`src/rtl/piso_serializer.sv`:
```
// Parallel-in/serial-out stage: accepts a WIDTH-bit word on a valid/ready handshake
// and emits it LSB first, one bit per enabled clock. Back-to-back words stream without gaps.
module piso_serializer #(
    parameter int unsigned WIDTH = 8
) (
    input  logic             clk,
    input  logic             rst,
    input  logic [WIDTH-1:0] data_in,
    input  logic             load_valid,
    output logic             load_ready,
    input  logic             en,
    output logic             serial_out,
    output logic             serial_valid,
    output logic             busy,
    output logic             frame_done
);

    localparam int unsigned     CntW    = $clog2(WIDTH);
    localparam logic [CntW-1:0] LastCnt = CntW'(WIDTH - 1);

    typedef enum logic [0:0] {
        StIdle,
        StShift
    } state_e;

    state_e           state_q, state_d;
    logic [WIDTH-1:0] shreg_q, shreg_d;
    logic [CntW-1:0]  cnt_q, cnt_d;
    logic             frame_done_q, frame_done_d;
    logic             last_bit;
    logic             accept;

    always_comb begin
        state_d      = state_q;
        shreg_d      = shreg_q;
        cnt_d        = cnt_q;
        frame_done_d = 1'b0;

        last_bit   = (state_q == StShift) && (cnt_q == LastCnt) && en;
        // Ready is masked by rst so nothing is offered while the block is held in reset.
        load_ready = rst && ((state_q == StIdle) || last_bit);
        accept     = load_valid && load_ready;

        unique case (state_q)
            StIdle: begin
                if (accept) begin
                    shreg_d = data_in;
                    cnt_d   = '0;
                    state_d = StShift;
                end
            end
            StShift: begin
                if (en) begin
                    shreg_d = shreg_q >> 1;
                    cnt_d   = cnt_q + 1'b1;
                    if (last_bit) begin
                        frame_done_d = 1'b1;
                        cnt_d        = '0;
                        if (accept) begin
                            shreg_d = data_in;
                        end else begin
                            state_d = StIdle;
                        end
                    end
                end
            end
            default: begin
                state_d = StIdle;
            end
        endcase
    end

    always_ff @(posedge clk or negedge rst) begin
        if (!rst) begin
            state_q      <= StIdle;
            shreg_q      <= '0;
            cnt_q        <= '0;
            frame_done_q <= 1'b0;
        end else begin
            state_q      <= state_d;
            shreg_q      <= shreg_d;
            cnt_q        <= cnt_d;
            frame_done_q <= frame_done_d;
        end
    end

    always_comb begin
        serial_valid = (state_q == StShift);
        busy         = (state_q == StShift);
        serial_out   = (state_q == StShift) && shreg_q[0];
        frame_done   = frame_done_q;
    end

endmodule
```
`config.mk`:
```
export PLATFORM = sky130hd
export DESIGN_NAME = piso_serializer
export DESIGN_NICKNAME = d
export VERILOG_FILES = /design/src/rtl/piso_serializer.sv
export SDC_FILE = /design/constraint.sdc
export NUM_CORES = 1
export LEC_CHECK = 0
export BUFFER_PORTS_ARGS = -buffer_cell sky130_fd_sc_hd__clkbuf_2
export CORE_MARGIN = 4
export CORE_UTILIZATION = 27
export DETAILED_ROUTE_END_ITERATION = 7
export GPL_TIMING_DRIVEN = 0
export PLACE_DENSITY_LB_ADDON = 0.08
export SLEW_MARGIN = 5
export SYNTH_ARGS = -nofsm -noshare
export SYNTH_HDL_FRONTEND = slang
export SYNTH_SLANG_ARGS = --single-unit
export TNS_END_PERCENT = 1
```
`constraint.sdc`:
```
create_clock -name clk -period 1.4 [get_ports clk]
set_input_delay 0.28 -clock clk [delete_from_list [all_inputs] [get_ports clk]]
set_output_delay 0.28 -clock clk [all_outputs]
set_load 0.05 [all_outputs]
```
# After elaboration in Yosys (flattened, before gate mapping)
# Cells that the tools add are included.
# totals
in_bits	12
out_inout_bits	5
word_cells	32
mem_bits_rw	0
romBits	0
latch_bits	0
n_memories	0
reg_bits	13
# op_classes
div_mod_pow	0
order_cmp	0
n_mux	16
n_shift	0
multipliers	0
eq_ne	3
addsub	1
n_reduce_logical	7
bitwise	1
# op_table
operator	n
$mux W8	4
$pmux W8 S2	1
$mux W3	3
$mux W1	6
$pmux W3 S2	1
$logic_and A1 B1 Y1	5
$ne A2 B2 Y1 const B	2
$add A3 B1 Y3 const B	1
$eq A3 B3 Y1 const B	1
$pmux W1 S2	1
$reduce_and A2 Y1	1
$logic_or A1 B1 Y1	1
$not A1 Y1	1

# Longest topological paths before layout
# Gate-level depths: netlist of the first run.
# depth
depth_word	10
ltp_mapped	6
ltp_nobuf	5

# Worst setup path after synthesis of the first run
# Ideal clock, no wire load.
# synth_path
kind	reg2out
startpoint	register state_q (netlist: busy)
endpoint	output load_ready
path_stages_with_launch	5
arrival_time_ns	2.264
setup_slack_ns	-1.144
required_time_ns	1.120
path_buffers	1
path_cell_list	dfrtp_1 and2_1 buf_4 nand2_1 a21boi_0
# synth_between
elab_chain_len	4
word_cells_on_any_way	5
cone_classes	1 x bitwise; 4 x reduce/logical
# synth_lines
item	line	source
start, declared	26	state_e state_q, state_d;
start signal, assigned	75	state_q <= StIdle;
start signal, assigned	80	state_q <= state_d;
$logic_and A1 B1 Y1 (2 in series)	39	last_bit = (state_q == StShift) && (cnt_q == LastCnt) && en;
$logic_or A1 B1 Y1 (*)	41	load_ready = rst && ((state_q == StIdle) || last_bit);
$logic_and A1 B1 Y1 (*)	41	
end, declared	10	output logic load_ready,
# Mark *: on every way between the ends. The rest lies on a longest branch, timed or not.

# Worst setup path in the final report of the first run
# Ends and elaborated chain as after synthesis.

==> out/results.ini, run 1 <==
[timing]
slew_headroom_pct = 59.4
min_period_ns = 1.62
hold_viol_final = 0
whs_ns = 0.226
skew_ns = 0.00134
finalCritPeriodShare_pct = 115
slew_viol_final = 0
finalSetupViolCount = 11
max_freq_mhz = 619
rsz0062_at_grt = true
tightestPinTransition_ns = 0.608
setup_ws_ns = -0.216

[drt]
drt_iter0_markers = 11
viasPerCell = 5.09
antenna_left = 0
vias = 621
drt_first_pass_iters = 4
drt-total-wl_mm = 1.69
wl_per_cell_um = 13.9
drc_errors = 0

[synthesis]
synth_top_family_by_area = simple AND/OR/NAND/NOR gates
ys.warnings.count = 0
synth-edff-count = 0
synth_xor_area_share_pct = 0
synth_area_leaders = dfrtp_1 48%, a31oi_1 6.5%, nand3_1 6.0%, nor3_1 5.2%, o21ai_1 5.2%
muxShareOfSynthArea_pct = 2.23
synth_nets = 83
synth_adder_area_share_pct = 3.72
synth-compound-area-share_pct = 18.2
yosysMostFrequentCell = dfrtp_1
synth_top_area_cell = dfrtp_1
netlist_instances = 69
synth_cell_types = 22
synth_area_sq_um = 672
synthFlopType = dfrtp_1
seq_area_frac_synth_pct = 48.4
ys_ff_latch = 13
synthSimpleGateAreaFrac_pct = 21.6
synth_async_sr_flop_share_pct = 100
synthTopCellsByCount = 13 x dfrtp_1, 8 x nand3_1, 7 x a31oi_1, 7 x nor3_1, 7 x o21ai_1
syn_area_per_cell_sq_um = 9.74
synth_top_cell_area_share_pct = 48.4

[job]
maxCapViolCount = 0

[critical_path]
start_kind = flip-flop
crit_type = reg -> out
crit_path_end_kind = output port
arrival_ns = 1.34
critical_path.max_fanout = 9
cp.required_ns = 1.12

[die]
core-area_sq_um = 2300
initial_core_util_pct = 29.2
pin_count = 17
rows = 17
dieArea_sq_um = 3350
die_x_um = 57.9
dieHeight_um = 57.9

[cells_and_area]
layout-drive-gt1-share_pct = 46.8
syn_to_final_growth_pct = 43.6
fin_cells = 122
fin_nets = 109
num_antenna_cells = 0
design_area_sq_um = 965

[power_and_ir_drop]
p_clk_share_pct = 13.9
p_sw_uw = 652
seq_power_share_pct = 35.8
power_density_nw_per_um2 = 1760
p_int_mw = 1.04
vdd_ir_drop_max_v = 0.000838
p_leak_nw = 0.449
comb_power_share_pct = 50.2
switching_share_pct = 38.5

[place]
place_area_sq_um = 815
place.port_buffers = 16
place.gp.congestion = 0.699
dp_cells = 113
hpwl_mm = 1.11

[global_routing]
grtUsageMet3_pct = 2.45
first_global_vias = 660
grt_pass1_wl_mm = 3.02
grt_max_degree = 14
busiest_layer = met2
antenna_found_initial = 0
track_usage_pct = 11.6
grtUsageMet2_pct = 17.7
grt_use_met1_pct = 15.4
overflow = 0

[hold_path]
hp-class = in -> reg

[clock_network]
cts.sinks = 13
h-tree-depth = 1
clk_pin_slew_ns = 0.08
insertion_delay_ns = 0.27
clockBufferDepth = 2
root_buffer = clkbuf_4
cts_tree = built
cts_inserted_buffers = 3

[status]
violations = negative setup slack
status = finished with violations

[power groups by stage]
| stage | registers [mW] | clock network (mW) | logic, mW |
|---|---|---|---|
| floorplan | 0.635 | 0 | 0.512 |
| global placement | 0.619 | 0 | 0.677 |
| detailed placement | 0.616 | 0 | 0.677 |
| CTS | 0.605 | 0.249 | 0.819 |
| global route | 0.628 | 0.260 | 0.943 |
| finish | 0.608 | 0.236 | 0.853 |
[cells in the final DEF (no fill, tap or decap)]
cell and count:
ha_4 1, a22o_1 3, ha_2 1, clkbuf_2 12
inv_1 2, nor2_4 1, nand4_1 1, nor2_1 1
buf_8 1, mux2_4 1, clkbuf_4 3, nand2_4 1
clkbuf_8 1, nor3_1 7, buf_2 1, buf_4 5
a31oi_1 7, o21ai_2 7, nand2_1 2, and2_4 1
dfrtp_1 12, buf_6 5, nand3_1 8, and3b_1 1
and4_1 1, dlygate4sd3_1 1, o21ai_1 2, a21boi_4 1
nand3b_1 1, dfrtp_2 1, clkbuf_1 1, and2_2 1
[through the flow]
step / worst slack [ns] / total power [mW] / utilization, % / setup TNS (ns)
3_3_place_gp: -0.213 / 1.30 / 35.5 / -2.00
4_1_cts: -0.235 / 1.67 / 40.8 / -1.63
3_5_place_dp: -0.213 / 1.29 / 35.5 / -1.87
6_report: -0.216 / 1.70 / 42.0 / -1.52
2_1_floorplan: -0.147 / 1.15 / - / -0.814
5_1_grt: -0.279 / 1.83 / 42.0 / -2.28
[worst paths after layout]
| check | from | endpoint | slack, ns | depth (start not counted) |
|---|---|---|---|---|
| worst max-delay path | busy | load_ready | -0.22 | 5 |
| worst min-delay path | data_in[7] | shreg_q[7] | 0.23 | 3 |
| worst max register to register | cnt_q[0] | shreg_q[4] | -0.17 | 7 |
| worst min register to register | cnt_q[1] | cnt_q[1] | 0.52 | 1 |
| max in group asynchronous | rst | busy | 0.33 | 2 |
| min in group asynchronous | rst | frame_done | 0.64 | 2 |
[cell type report]
type	count	area (sq um)
repair buffers	21	145
well taps	28	35.0
plain buffers	5	52.6
fillers	244	1330
multi-input cells	49	372
flip-flops and latches	13	327
clock buffers	4	26.3
inverters	2	7.51
[state kept, by name, summed over array words and instances, names as in the netlist]
name and count:
cnt_q 3, shreg_q 8, busy 1, frame_done 1
[what timing repair did]
item                                   in CTS  in global routing
gates resized for setup                    19                  8
setup endpoints to repair                  10                 13
setup buffers                               3                  1
endpoints found under the hold margin      13                  0
pin swaps                                   5                  6
hold buffers                                1                  0
[logic make-up (layout without fill, tap and decap cells)]
family | after synthesis | after routing
AND/OR/NAND/NOR | 26 | 26
AO/OA/AOI/OAI | 20 | 20
flip-flops | 13 | 13
buffers and inverters | 7 | 32
adder cells (fa/ha/maj) | 2 | 2
multiplexers | 1 | 1
[critical path, cell delays in order (launching register included)]
cell and delay [ns]:
dfrtp_2 0.40, and2_4 0.15, buf_6 0.15, nand2_4 0.07, a21boi_4 0.14, buf_8 0.16
[layer usage]
metal | vias up | part of all wire, %
li1 | 311 | -
met5 | - | 0
met4 | 0 | 0.83
met2 | 10 | 47
met3 | 2 | 4.3
met1 | 298 | 47
No activity file was read; power rests on OpenSTA's default activity.
==> run 2, diff against run 1 <==
- CORE_UTILIZATION: 27 -> 48
- CTS_BUF_LIST: default -> sky130_fd_sc_hd__clkbuf_2 sky130_fd_sc_hd__clkbuf_4 sky130_fd_sc_hd__clkbuf_8
==> run 2 against run 1 <==
Total power is essentially flat. Largest cell class unchanged. Clock skew grew 0.0020 ns. Global-route usage rose by 6.0 points. Highest routed layer unchanged. Clock-buffer cell count stayed put. Register-to-register slack better by 0.09 ns. Cell area down 4.3%. Worst setup slack better by 0.0066 ns. Wire length fell by 4.6%. Flip-flop and latch count did not move. The run still ends with negative setup slack left. Clock power rose by 8%.
==> out/results.ini, run 2 (same netlist as run 1, synthesis figures left out) <==
[power_and_ir_drop]
p_leak_nw = 0.446  ; -0.58%
p_total_mw = 1.70  ; about the same
p_clk_share_pct = 15.1  ; +1.2 points
vdd_ir_drop_max_v = 0.000960  ; +15%
switching_share_pct = 38.2  ; -0.22 points
seq_power_share_pct = 36.3  ; +0.5 points
comb_power_share_pct = 48.6  ; -1.6 points
p_sw_uw = 648  ; -0.64%
power_density_nw_per_um2 = 1840  ; +4.4%
p_int_mw = 1.05  ; +0.31%

[timing]
min_period_ns = 1.61  ; -0.00662 ns
hold_viol_final = 0  ; unchanged
slew_viol_final = 0  ; unchanged
rsz0062_at_grt = true
skew_ns = 0.00336  ; +0.00201 ns
finalSetupViolCount = 9  ; -2
slew_headroom_pct = 62.0  ; +2.7 points
max_freq_mhz = 621  ; +0.41%
finalCritPeriodShare_pct = 115  ; -0.47 points
setup_ws_ns = -0.210  ; +0.00662 ns
tightestPinTransition_ns = 0.567  ; -0.0403 ns
whs_ns = 0.212  ; -0.0134 ns

[global_routing]
first_global_vias = 584  ; -12%
grt_pass1_wl_mm = 2.61  ; -13%
track_usage_pct = 17.6  ; +6.0 points
overflow = 0  ; unchanged
grt_max_degree = 14  ; unchanged
antenna_found_initial = 0  ; unchanged

[drt]
drc_errors = 0  ; unchanged
viasPerCell = 5.80  ; +14%
drt-total-wl_mm = 1.62  ; -4.6%
drt_first_pass_iters = 4  ; unchanged
drt_iter0_markers = 23  ; +12
vias = 626  ; +0.81%
antenna_left = 0  ; unchanged
wl_per_cell_um = 15.0  ; +7.8%

[place]
place.port_buffers = 16  ; unchanged
post-place-ws_ns = -0.217  ; -0.00395 ns
hpwl_mm = 1.05  ; -5.0%
dp_cells = 100  ; -12%
place.gp.congestion = 0.749  ; +7.1%

[cells_and_area]
num_antenna_cells = 0  ; unchanged
seqCellArea_sq_um = 327  ; unchanged
syn_to_final_growth_pct = 37.4
largest_reg_flops = 8  ; unchanged
largest-register = shreg_q
n_fill_cell = 99  ; -59%
fin_cells = 108  ; -11%
layout-drive-gt1-share_pct = 41.9  ; -4.9 points
final_common_cell = clkbuf_2
fin_nets = 108  ; -0.92%
final_cell_mix = 13 x clkbuf_2, 12 x dfrtp_1, 8 x nand3_1
reg_top3 = shreg_q: 8 flops, cnt_q: 3 flops
multi_input_area_sq_um = 354  ; -4.7%

[critical_path]
cp.required_ns = 1.12  ; about the same
start_kind = flip-flop
arrival_ns = 1.33  ; about the same
slowest_stage = dfrtp_1
crit_type = reg -> out
critical_path.top_delay_family = flip-flops
cp_num_buf_inv = 1  ; -1
slowest_delay_ns = 0.36  ; -0.04 ns
critical_path.max_fanout = 3  ; -6
crit_path_end_kind = output port
path_cells = ha_2 -> ha_4 -> nand2_4 -> a21boi_4 -> buf_8

[die]
initial_core_util_pct = 51.0  ; +22 points
pin_count = 17  ; unchanged
rows = 13  ; -4
dieArea_sq_um = 2060  ; -38%
die_x_um = 45.4  ; -22%
core-area_sq_um = 1320  ; -43%
dieHeight_um = 45.4  ; -22%

[clock_network]
cts_inserted_buffers = 3  ; unchanged
cts.sinks = 13  ; unchanged
clk_pin_slew_ns = 0.08  ; about the same
root_buffer = clkbuf_4
clockBufferDepth = 2  ; unchanged
insertion_delay_ns = 0.28  ; about the same
cts_tree = built
h-tree-depth = 1  ; unchanged

[hold_path]
hp-class = in -> reg

[status]
status = finished with violations
violations = negative setup slack

[job]
maxCapViolCount = 0  ; unchanged

[run 2: power by group through the flow]
stage               combinational [mW]  sequential [mW]  clock (mW)
floorplan                        0.512            0.635           0
global placement                 0.662            0.615           0
detailed placement               0.677            0.626           0
CTS                              0.817            0.616       0.257
global route                     0.903            0.636       0.273
finish                           0.825            0.616       0.255
[run 2: timing repair]
action / in CTS / in global routing
pin swaps: 6 / 7
endpoints found under the setup margin: 10 / 12
setup buffers: 3 / 0
resized for setup: 16 / 4
endpoints found under the hold margin: 13 / 0
hold buffers: 1 / 0
[run 2: final timing paths]
| kind | startpoint | depth (start not counted) | end | slack [ns] |
|---|---|---|---|---|
| setup / recovery | cnt_q[1] | 5 | load_ready | -0.21 |
| hold reg to reg | cnt_q[1] | 1 | cnt_q[1] | 0.53 |
| setup reg to reg | cnt_q[0] | 6 | shreg_q[6] | -0.08 |
| max in group asynchronous | rst | 2 | busy | 0.36 |
| hold / removal | data_in[7] | 3 | shreg_q[7] | 0.21 |
| min in group asynchronous | rst | 2 | shreg_q[0] | 0.63 |
[run 2: through the flow]
stage	utilization [%]	instance area, sq um	setup TNS, ns
2_1_floorplan	-	699	-0.814
3_5_place_dp	60.6	798	-1.80
6_report	70.1	923	-0.741
4_1_cts	69.4	915	-0.820
5_1_grt	70.1	923	-1.54
3_3_place_gp	60.6	798	-1.65
[run 2: cell type report]
type / instances / share of cell area (%)
Tap cell: 15 / 2.03
Clock buffer: 4 / 3.25
Buffer: 5 / 5.96
Sequential cell: 13 / 35.4
Multi-Input combinational cell: 49 / 38.3
Timing Repair Buffer: 20 / 14.2
Inverter: 2 / 0.813
[run 2: worst register-to-register path: stages, from the launching register on]
cell     delay (ns)
dfrtp_1        0.39
ha_2           0.20
ha_4           0.17
buf_4          0.13
nand4_1        0.21
nand3_1        0.12
a31oi_1        0.19
[run 2: metal layers]
layer | vias to the layer above | global-route usage [%] | share of wire (%)
met1 | 292 | 22.6 | 42
met3 | 5 | 2.37 | 5.0
met5 | - | 0 | 0
li1 | 306 | - | -
met4 | 0 | 5.26 | 1.2
met2 | 23 | 30.4 | 52
==> run 3, diff against run 2 <==
- CORE_AREA: default -> 4 4 41 43
- CORE_MARGIN: 4 -> default
- CORE_UTILIZATION: 48 -> default
- DIE_AREA: default -> 0 0 45 47
- clock period: 1.4 -> 2 ns (I/O delays scaled with it)
==> run 3 against run 2 <==
The flow now finishes without violations. Flip-flop and latch count did not move. Worst setup slack improved by 0.33 ns. Critical path depth unchanged. Clock power down 30%. Via count decreased by 1.1%. Highest routed layer unchanged.
==> out/results.ini, run 3 (same netlist as run 1, synthesis figures left out) <==
[cells_and_area]
final_cell_mix = 16 x clkbuf_2, 12 x dfrtp_1, 8 x nand3_1
final_common_cell = clkbuf_2
fin_nets = 104  ; -3.7%
largest-register = shreg_q
largest_reg_flops = 8  ; unchanged
reg_top3 = shreg_q: 8 flops, cnt_q: 3 flops
layout-drive-gt1-share_pct = 33.7  ; -8.2 points
syn_to_final_growth_pct = 22.0
finalCoreUtilization_pct = 63.0  ; -7.1 points
num_antenna_cells = 0  ; unchanged

[drt]
drt_iter0_markers = 8  ; -65%
drc_errors = 0  ; unchanged
drt-total-wl_mm = 1.43  ; -11%
vias = 619  ; -1.1%
viasPerCell = 5.95  ; +2.7%
antenna_left = 0  ; unchanged
drt_first_pass_iters = 4  ; unchanged
wl_per_cell_um = 13.8  ; -7.9%

[die]
dieHeight_um = 47  ; +3.5%
pin_count = 17  ; unchanged
core-area_sq_um = 1300  ; -1.2%
dieArea_sq_um = 2120  ; +2.5%
initial_core_util_pct = 51.6  ; +0.64 points
die_x_um = 45  ; -0.91%
rows = 13  ; unchanged

[timing]
finalSetupViolCount = 0  ; -9
rsz0062_at_grt = false
skew_ns = 0.00395  ; +0.000599 ns
min_period_ns = 1.88
tns_ns = 0  ; +0.741 ns
slew_viol_final = 0  ; unchanged
max_freq_mhz = 531
finalCritPeriodShare_pct = 94.2
tightestPinTransition_ns = 0.410  ; -0.157 ns
hold_viol_final = 0  ; unchanged
slew_headroom_pct = 72.7  ; +11 points

[global_routing]
grt_max_degree = 20  ; +6
overflow = 0  ; unchanged
track_usage_pct = 16.3  ; -1.3 points
first_global_vias = 553  ; -5.3%
antenna_found_initial = 0  ; unchanged
grt_pass1_wl_mm = 2.44  ; -6.6%

[critical_path]
timing.rr.end = shreg_q[5]
arrival_ns = 1.48  ; +0.15 ns
crit_type = reg -> out
r2r.worst_path.cells = 6  ; unchanged
start_kind = flip-flop
cp.required_ns = 1.60  ; +0.48 ns
critical_path.max_fanout = 4  ; +1
r2r_start = cnt_q[0]
r2r_setup_slack_ns = 0.39  ; +0.47 ns
crit_path_end_kind = output port

[clock_network]
clockBufferDepth = 2  ; unchanged
clk_pin_slew_ns = 0.08  ; about the same
hold_buffers = 0  ; -1
cts_setup_buffers = 0  ; -3
cts_inserted_buffers = 3  ; unchanged
insertion_delay_ns = 0.28  ; about the same
cts_tree = built
root_buffer = clkbuf_4
cts.sinks = 13  ; unchanged
h-tree-depth = 1  ; unchanged

[job]
maxCapViolCount = 0  ; unchanged

[power_and_ir_drop]
power_density_nw_per_um2 = 1310  ; -28%
vdd_ir_drop_max_v = 0.000574  ; -40%
p_leak_nw = 0.406  ; -9.0%

[place]
hpwl_mm = 1.03  ; -1.6%
place.gp.congestion = 0.786  ; +5.0%
place.port_buffers = 16  ; unchanged

[status]
status = finished clean

[hold_path]
hp-class = in -> async

run 3: cell count changes in the layout (fill, tap and decap cells not counted):
cell           before  now
buf_6               3    0
clkbuf_2           13   16
and2_1              0    2
and2_4              2    0
clkbuf_8            2    0
ha_1                0    2
o21ai_0             0    2
o21ai_2             2    0
buf_8               1    0
dlygate4sd3_1       1    0
ha_2                1    0
ha_4                1    0
nand2_2             0    1
nand2_4             1    0
run 3: what timing repair did:
item | 4_1_cts | 5_1_grt
endpoints found under the setup margin | 2 | 1
pin swaps | 0 | 0
gates resized for setup | 3 | 2
run 3: final cells by class:
| type | instances | area [sq um] |
|---|---|---|
| Timing Repair Buffer | 16 | 82.6 |
| Fill cell | 111 | 482 |
| Sequential cell | 13 | 327 |
| Inverter | 2 | 7.51 |
| Tap cell | 15 | 18.8 |
| Multi-Input combinational cell | 49 | 322 |
| Clock buffer | 4 | 30.0 |
| Buffer | 5 | 32.5 |
run 3: power breakdown:
part	leakage, nW	switching [mW]	total (mW)	internal (mW)
combinational	0.237	0.273	0.464	0.191
sequential	0.151	0.0665	0.433	0.367
clock	0.0184	0.0873	0.178	0.0912
run 3: stage by stage:
stage / hold WS [ns] / cells / power (mW) / cell area, sq um / setup WS, ns
after floorplan: 0.104 / 69 / 0.787 / 683 / 0.0816
after global placement: 0.344 / 100 / 0.881 / 782 / 0.237
after detailed placement: 0.344 / 100 / 0.893 / 782 / 0.228
after CTS: 0.0335 / 104 / 1.08 / 817 / 0.0382
after global routing: 0.0425 / 104 / 1.15 / 820 / 0.000783
final: 0.0282 / 104 / 1.08 / 820 / 0.116
run 3: worst max-delay path: stages, from the launching register on:
cell      delay, ns
dfrtp_1        0.38
ha_1           0.15
ha_1           0.21
nand2_2        0.10
a21boi_4       0.14
buf_4          0.20
run 3: how the worst max path moves through the flow:
| stage | from | end | slack, ns | depth (start not counted) |
|---|---|---|---|---|
| finish | cnt_q[0] | load_ready | 0.12 | 5 |
| global route | cnt_q[0] | load_ready | 0.0008 | 5 |
| detailed placement | en | load_ready | 0.23 | 6 |
| global placement | en | load_ready | 0.24 | 6 |
| CTS | busy | load_ready | 0.04 | 5 |
| floorplan | busy | serial_out | 0.08 | 2 |
run 3: per-layer routing:
metal / share of wire [%] / GRT usage, % / wire [um]
met4: 1.7 / 5.26 / 24
met3: 9.8 / 5.75 / 140
met5: 0 / 0 / 0
met1: 40 / 19.7 / 573
met2: 48 / 27.1 / 693
